[config.mk]
export PLATFORM = sky130hd
export DESIGN_NAME = dac_i2s_tx
export DESIGN_NICKNAME = d
export VERILOG_FILES = /design/src/rtl/dac_tx_pkg.sv /design/src/rtl/dac_tx_clkdiv.sv /design/src/rtl/dac_i2s_tx.sv
export SDC_FILE = /design/constraint.sdc
export NUM_CORES = 1
export LEC_CHECK = 0
export CAP_MARGIN = 10
export CORE_ASPECT_RATIO = 0.8
export CORE_MARGIN = 4
export CORE_UTILIZATION = 35
export DETAILED_ROUTE_END_ITERATION = 10
export HOLD_SLACK_MARGIN = 0.08
export PLACE_DENSITY = 0.59
export SETUP_SLACK_MARGIN = 0.5
export SYNTH_ARGS = -nofsm -noshare
export SYNTH_HDL_FRONTEND = slang
export SYNTH_SLANG_ARGS = --single-unit
[constraint.sdc]
create_clock -name clk -period 2.24 [get_ports clk]
set_input_delay 0.336 -clock clk [delete_from_list [all_inputs] [get_ports clk]]
set_output_delay 0.336 -clock clk [all_outputs]
set_load 0.05 [all_outputs]
[src/rtl/dac_tx_pkg.sv]
// Shared constants and FSM state type for the I2S DAC transmitter.
package dac_tx_pkg;

    localparam int SLOT_BITS  = 32;
    localparam int FRAME_BITS = 64;

    typedef enum logic {
        IDLE = 1'b0,
        RUN  = 1'b1
    } state_e;

endpackage

[src/rtl/dac_tx_clkdiv.sv]
// Bit-clock generator: divides clk by 2*BCK_DIV into bck and strobes tick
// on the cycle whose edge drives bck from 1 to 0. Held at zero while !en_i.
module dac_tx_clkdiv #(
    parameter int BCK_DIV = 4
) (
    input  logic clk,
    input  logic rst,
    input  logic en_i,
    output logic bck_o,
    output logic tick_o
);

    logic [7:0] div_q;
    logic       bck_q;
    logic       term;

    assign term = (div_q == 8'(BCK_DIV - 1));

    // Half-period counter; bck toggles at the terminal count.
    always_ff @(posedge clk) begin
        if (rst || !en_i) begin
            div_q <= '0;
            bck_q <= 1'b0;
        end else if (term) begin
            div_q <= '0;
            bck_q <= ~bck_q;
        end else begin
            div_q <= div_q + 8'd1;
        end
    end

    assign bck_o  = bck_q;
    assign tick_o = en_i && term && bck_q;

endmodule

[src/rtl/dac_i2s_tx.sv]
// I2S DAC transmitter: one-pair holding register feeding a 64-bck stereo
// frame (two 32-bit slots, MSB first, one bck delay after lrck edge).
// Optional macro DAC_TX_HOLD_LAST_EN: underrun frames repeat the last loaded
// pair instead of sending zeros.
module dac_i2s_tx
    import dac_tx_pkg::*;
#(
    parameter int BCK_DIV = 4,
    parameter int DW      = 24
) (
    input  logic          clk,
    input  logic          rst,
    input  logic          sample_valid,
    output logic          sample_ready,
    input  logic [DW-1:0] lword,
    input  logic [DW-1:0] rword,
    output logic          bck,
    output logic          lrck,
    output logic          sdata,
    output logic          underrun,
    output logic          frame_start
);

    state_e        state_q, state_d;
    logic          full_q, full_d;
    logic [DW-1:0] hold_l_q, hold_r_q;
    logic [DW-1:0] sh_l_q, sh_r_q;
    logic [5:0]    bit_cnt_q, bit_cnt_nxt;
    logic          lrck_q, sdata_q, fs_q, ur_q;
    logic          tick, load_start, wrap, take, starve, accept;
    logic          in_l, in_r, sdata_nxt;
`ifdef DAC_TX_HOLD_LAST_EN
    logic [DW-1:0] last_l_q, last_r_q;
`endif

    dac_tx_clkdiv #(.BCK_DIV(BCK_DIV)) u_clkdiv (
        .clk    (clk),
        .rst    (rst),
        .en_i   (state_q == RUN),
        .bck_o  (bck),
        .tick_o (tick)
    );

    assign sample_ready = !full_q && !rst;
    assign accept       = sample_valid && sample_ready;

    // FSM state register.
    always_ff @(posedge clk) begin
        if (rst) state_q <= IDLE;
        else     state_q <= state_d;
    end

    // Next state: leave IDLE once a pair is held; RUN is only left by reset.
    always_comb begin
        state_d    = state_q;
        load_start = 1'b0;
        unique case (state_q)
            IDLE: begin
                if (full_q) begin
                    state_d    = RUN;
                    load_start = 1'b1;
                end
            end
            RUN: state_d = RUN;
        endcase
    end

    // Frame-boundary decisions and serial bit selection for the next slot.
    always_comb begin
        wrap        = tick && (bit_cnt_q == 6'(FRAME_BITS - 1));
        take        = load_start || (wrap && full_q);
        starve      = wrap && !full_q;
        bit_cnt_nxt = bit_cnt_q + 6'd1;
        in_l        = (bit_cnt_nxt != 6'd0) && (bit_cnt_nxt <= 6'(DW));
        in_r        = (bit_cnt_nxt >= 6'(SLOT_BITS + 1)) && (bit_cnt_nxt <= 6'(SLOT_BITS + DW));
        sdata_nxt   = 1'b0;
        if (in_l)      sdata_nxt = sh_l_q[DW-1];
        else if (in_r) sdata_nxt = sh_r_q[DW-1];
        // A load frees the holder before a same-cycle accept refills it.
        full_d = full_q;
        if (take)   full_d = 1'b0;
        if (accept) full_d = 1'b1;
    end

    // Holding register, shift registers, slot counter and serial outputs.
    always_ff @(posedge clk) begin
        if (rst) begin
            full_q    <= 1'b0;
            hold_l_q  <= '0;
            hold_r_q  <= '0;
            sh_l_q    <= '0;
            sh_r_q    <= '0;
            bit_cnt_q <= '0;
            lrck_q    <= 1'b0;
            sdata_q   <= 1'b0;
            fs_q      <= 1'b0;
            ur_q      <= 1'b0;
`ifdef DAC_TX_HOLD_LAST_EN
            last_l_q  <= '0;
            last_r_q  <= '0;
`endif
        end else begin
            full_q <= full_d;
            fs_q   <= take || starve;
            ur_q   <= starve;
            if (accept) begin
                hold_l_q <= lword;
                hold_r_q <= rword;
            end
            if (take) begin
                sh_l_q <= hold_l_q;
                sh_r_q <= hold_r_q;
`ifdef DAC_TX_HOLD_LAST_EN
                last_l_q <= hold_l_q;
                last_r_q <= hold_r_q;
`endif
            end else if (starve) begin
`ifdef DAC_TX_HOLD_LAST_EN
                sh_l_q <= last_l_q;
                sh_r_q <= last_r_q;
`else
                sh_l_q <= '0;
                sh_r_q <= '0;
`endif
            end else if (tick) begin
                if (in_l) sh_l_q <= {sh_l_q[DW-2:0], 1'b0};
                if (in_r) sh_r_q <= {sh_r_q[DW-2:0], 1'b0};
            end
            if (load_start) begin
                bit_cnt_q <= '0;
                lrck_q    <= 1'b0;
                sdata_q   <= 1'b0;
            end else if (tick) begin
                bit_cnt_q <= bit_cnt_nxt;
                lrck_q    <= bit_cnt_nxt[5];
                sdata_q   <= sdata_nxt;
            end
        end
    end

    assign lrck        = lrck_q;
    assign sdata       = sdata_q;
    assign frame_start = fs_q;
    assign underrun    = ur_q;

endmodule

# --- Word-level counts from Yosys, hierarchy flattened ---
# Cells that the tools add are included.
word_totals:
  word_cells: 61
  out_inout_bits: 6
  in_bits: 51
  regBits: 117
classes:
  muxes: 15
  order_cmp: 3
  bitwise: 2
  eq_ne: 2
  reduce_logical: 24
  n_addsub: 2
ops:
  columns: ["op", "n"]
  rows:
  - ["24-bit two-way mux", 8]
  - ["1-bit logical AND", 9]
  - ["3-bit nonzero test", 3]
  - ["8-bit by 1-bit adder with 8-bit output, second input constant", 1]
  - ["8-bit by 2-bit == test with 1-bit output, second input constant", 1]
  - ["6-bit by 1-bit adder with 6-bit output, second input constant", 1]
  - ["6-bit == test, second input constant", 1]
  - ["6-bit >= comparator, second input constant", 1]
  - ["6-bit by 5-bit <= comparator with 1-bit output, second input constant", 1]
  - ["6-bit <= comparator, second input constant", 1]
  - ["1-bit two-way mux", 6]
  - ["6-bit nonzero test", 1]
  - ["2-bit AND reduction", 2]
  - ["2-bit OR reduction", 2]
  - ["1-bit zero test", 3]
  - ["1-bit logical OR", 3]
  - ["1-bit inverter", 2]
  - ["1-bit one-hot mux with 2 select lines", 1]
  - ["2-bit nonzero test", 1]

# --- Logic depth before layout (Yosys ltp) ---
depth:
  ltp_word: 8
  depth_mapped: 9
  mapped_depth_nobuf: 7

# --- Hierarchy ---
# Synthesis repeated with hierarchy kept, for this count alone.
unflattened:
  cells_unflattened: 609
  area_unflattened_um2: 5261.3
by_module_without_submodules:
  columns: ["module", "cells_per_inst", "instances", "area_per_inst_um2"]
  rows:
  - ["dac_i2s_tx", 565, 1, 4878.4]
  - ["dac_tx_clkdiv", 44, 1, 382.9]

# --- Worst setup path before layout ---
# Ideal clock, no wire load.
synth_timing:
  kind: "reg2reg"
  from: "register bit_cnt_q[0]"
  to: "register sh_l_q[10]"
  n_path_buf: 2
  stages_incl_launch_ff: 10
  required_time_ns: 2.099
  setup_slack_ns: 0.065
  t_arrival_ns: 2.034
  synth_period_minus_slack_ns: 2.175
  setup_ns: 0.141
  path_cell_list: "dfxtp_1 > ha_1 > buf_2 > xor2_1 > nor2_1 > o31ai_4 > a31oi_4 > buf_6 > a221oi_2 > nor3_2"
synth_via:
  elab_chain_cells: 6
synth_lines:
  columns: ["item", "line_no", "rtl"]
  rows:
  - ["start, declared", "dac_i2s_tx.sv:28", "logic [5:0] bit_cnt_q, bit_cnt_nxt;"]
  - ["start signal, assigned", "dac_i2s_tx.sv:134", "bit_cnt_q <= bit_cnt_nxt;"]
  - ["branches (longest 6 deep; another with 6-bit by 1-bit adder with 6-bit output)", null, null]
  - ["end signal, assigned", "dac_i2s_tx.sv:111", "sh_l_q <= hold_l_q;"]
  - ["end signal, assigned", "dac_i2s_tx.sv:126", "if (in_l) sh_l_q <= {sh_l_q[DW-2:0], 1'b0};"]
  - ["end, declared", "dac_i2s_tx.sv:27", "logic [DW-1:0] sh_l_q, sh_r_q;"]
# Several ways; the timed one is not identified.
# A chain may end at the register's enable or synchronous reset.

# --- Final worst setup path ---
layout_timing:
  from: "register bit_cnt_q[1]"
  to: "register sh_l_q[5]"
# The elaborated chain is that of the path after synthesis.

==> impl_metrics.tcl <==
set metrics [dict create \
    reg2reg_slack_ns 0.18 \
    synth_flop_cell "dfxtp_1" \
    clockPowerShare_pct 47.5 \
    syn_to_final_growth_pct 40.28 \
    multiInputGateArea_sq_um 2815 \
    finalSetupTns_ns 0 \
    worstSetupPathType "register to register" \
    ctsLongestPathBuffers 2 \
    portBuffers 56 \
    max-slew-margin-rel_pct 67.32 \
    grt_pass1_wl_microns 21090 \
    setup_slack_ns 0.1784 \
    clk_latency_ns 0.41 \
    vias_per_cell 5.104 \
    crit_required_ns 2.52 \
    ys_warn_count 0 \
    ios 57 \
    layout-drive-gt1-share_pct 28.41 \
    holdPathEnd "state_q" \
    finalCriticalPeriod_ns 2.062 \
    dieArea_sq_um 16420 \
    synthTopCellsByArea "dfxtp_1 46%, a22o_1 7.8%, nand2_1 7.5%, a221oi_2 5.9%, o21ai_0 4.9%" \
    synth_cell_types 58 \
    syn_nets 585 \
    die_h_microns 115.4 \
    end_kind "register" \
    fillers 1215 \
    r2r-end "sh_l_q[5]" \
    rsz0062_at_grt "true" \
    dpl.hpwl_microns 7416 \
    holdBufCountCts 0 \
    core-area_sq_um 13840 \
    die_w_microns 142.3 \
    fin_crit_sh_pct 92.04 \
    gp_congestion 0.8663 \
    synth_seq_area_share_pct 46.01 \
    drtIter0Drc 234 \
    maxCapViolCount 0 \
    grt_antenna_before_repair 0 \
    clkTransAtPathRegs_ns 0.06 \
    numCtsBuffers 17 \
    seqCellArea_sq_um 2351 \
    ant_nets 0 \
    max_slew.worst_pin.slew_ns 0.4922 \
    grt_max_degree 61 \
    min_from "rst" \
    first_pass_iters 5 \
    ys_ff_latch 116 \
    switching_power_w 0.001305 \
    whs_path_depth 2 \
    finClkSkew_ns 0.009819 \
    synthCells 530 \
    hold_viol 0 \
    synth_area_leader_cell "dfxtp_1" \
    drc 0 \
    fin_util_pct 51.18 \
    setup_viol 0 \
    comb_power_share_pct 10.8 \
    grt_pass1_vias 4197 \
    powerDensity_nw_per_um2 759.9 \
    synthesis.area_sq_um 5047 \
    p_leak_nw 2.645 \
    start_util_pct 36.48 \
    worstSetupStartpointType "register" \
    root_buffer "clkbuf_16" \
    synth_top_area_share_pct 46.01 \
    ys_async_sr_fraction_pct 0 \
    crit_arrival_ns 2.35 \
    p_int_w 0.004076 \
    vias 4134 \
    final_max_slew_viol_count 0 \
    hp-class "input port to register" \
    cts_tree "yes" \
    synth.avg_cell_area_sq_um 9.523 \
    timing.fmax_mhz 485.1 \
    synth-edff-count 0 \
    rr_startpoint "bit_cnt_q[1]" \
    diodes 0 \
    reg2regPathDepth 8 \
    numClockSinks 116 \
    p_seq_share_pct 41.7 \
    grt_overflow 0 \
    htreeDepth 4 \
    drt_wl_total_microns 13200 \
    worst-path-max-fanout 7 \
    status "finished clean" \
    peakVddDrop_v 0.0006243 \
    grt_use_total_pct 16.13 \
    p_sw_share_pct 24.25 \
    rows 38 \
    wl_per_cell_microns 16.30 \
    post-place-ws_ns -0.1788 \
    final_nets 673 \
]
## Yosys cell counts (2+ instances only)
cell type / count
a21oi_2: 2
a221oi_1: 3
a221oi_2: 20
a22o_1: 45
a32oi_1: 2
and2_1: 2
and2_4: 2
and2b_1: 2
and3_1: 5
and4_1: 3
buf_2: 9
buf_4: 2
buf_6: 9
clkbuf_1: 22
dfxtp_1: 116
ha_1: 4
inv_1: 4
nand2_1: 101
nand3_1: 6
nand3_2: 2
nand4_1: 2
nor2_1: 48
nor3_1: 5
nor3_2: 20
o21ai_0: 49
xnor2_1: 6
xor2_1: 8
## metal layers
| metal | GRT usage (%) | routed length (microns) | vias up |
|---|---|---|---|
| met5 | 0 | 0 | - |
| met1 | 20.74 | 6176 | 1947 |
| met4 | 5.179 | 212 | 0 |
| met3 | 4.332 | 592 | 18 |
| met2 | 26.60 | 6222 | 95 |
| li1 | - | - | 2074 |
## cell usage in the layout, fill, tap and decap left out, types with 6 or more instances in the layout
cell / netlist / final
nor2_1: 48 / 47
dfxtp_1: 116 / 105
o21ai_0: 49 / 49
a221oi_4: 0 / 7
buf_4: 2 / 36
xor2_1: 8 / 7
a221oi_2: 20 / 16
clkbuf_16: 0 / 18
dfxtp_4: 0 / 6
clkdlybuf4s50_1: 0 / 49
a22o_1: 45 / 45
nor3_2: 20 / 21
nand2_1: 101 / 100
buf_12: 0 / 8
## flip-flops by register name, indices dropped and copies added, names as in the netlist
name / count
bit_cnt_q: 6
state_q: 1
u_clkdiv.bck_o: 1
sh_r_q: 24
underrun: 1
full_q: 1
sh_l_q: 24
hold_l_q: 24
hold_r_q: 24
u_clkdiv.div_q: 8
sdata: 1
frame_start: 1
## stage by stage
stage / total power, W / std cells / instance area (sq um) / hold WS (ns)
2_1_floorplan: 0.002574 / 530 / 5139 / 0.4278
3_3_place_gp: 0.002740 / 750 / 5931 / 0.4346
3_5_place_dp: 0.002757 / 750 / 5931 / 0.4437
4_1_cts: 0.005387 / 805 / 6913 / 0.2928
5_1_grt: 0.005598 / 810 / 7081 / 0.3370
6_report: 0.005381 / 810 / 7081 / 0.2972
## worst max path at each step
stage                 endpoint         start  cells past startpoint  slack, ns
floorplan           sh_l_q[10]  bit_cnt_q[0]                      9       0.20
global placement    sh_r_q[13]  bit_cnt_q[1]                      7      -0.09
detailed placement   sh_r_q[3]  bit_cnt_q[1]                      7      -0.18
CTS                  sh_r_q[2]  bit_cnt_q[2]                      8       0.21
global route         sh_l_q[1]  bit_cnt_q[1]                      8       0.08
finish               sh_l_q[5]  bit_cnt_q[1]                      8       0.18
## layout make-up
cell class                      count  share of cell area (%)
Multi-Input combinational cell    371                   39.76
Sequential cell                   116                   33.20
Timing Repair Buffer              107                   15.64
Clock buffer                       22                   6.856
Tap cell                          180                   3.181
Clock inverter                      9                   1.096
Inverter                            5                  0.2651
## worst max-delay path, stage by stage, from the launching register on
cell and delay (ns):
dfxtp_4 0.37, ha_4 0.20, and3b_1 0.18, o221a_4 0.23, o31ai_4 0.30, buf_6 0.18
a31oi_4 0.16, a221oi_2 0.24, nor3_2 0.06
## what timing repair did
action | CTS | global route
buffers inserted | 17 | 4
endpoints found under the setup margin | 58 | 53
gates cloned | 7 | 1
pin swaps | 13 | 5
gates resized for setup | 33 | 18
## power groups by stage
stage / clock [W] / combinational (W) / sequential (W)
final: 0.00256 / 0.000580 / 0.00224
after detailed placement: 0 / 0.000473 / 0.00228
after global placement: 0 / 0.000459 / 0.00228
after floorplan: 0 / 0.000311 / 0.00226
after CTS: 0.00259 / 0.000557 / 0.00224
after global routing: 0.00271 / 0.000629 / 0.00226
## cells by family (layout without fill, tap and decap cells)
| kind of cell | after synthesis | after routing | synth area share, % |
|---|---|---|---|
| compound gates | 138 | 144 | 24.15 |
| xor+xnor | 14 | 14 | 2.429 |
| flops | 116 | 116 | 46.01 |
| simple gates | 208 | 208 | 20.85 |
| fa+ha+maj | 4 | 4 | 0.9916 |
| mux | 1 | 1 | 0.1983 |
| buf+inv | 49 | 143 | 5.379 |
Power figures use the tool's default switching activity.
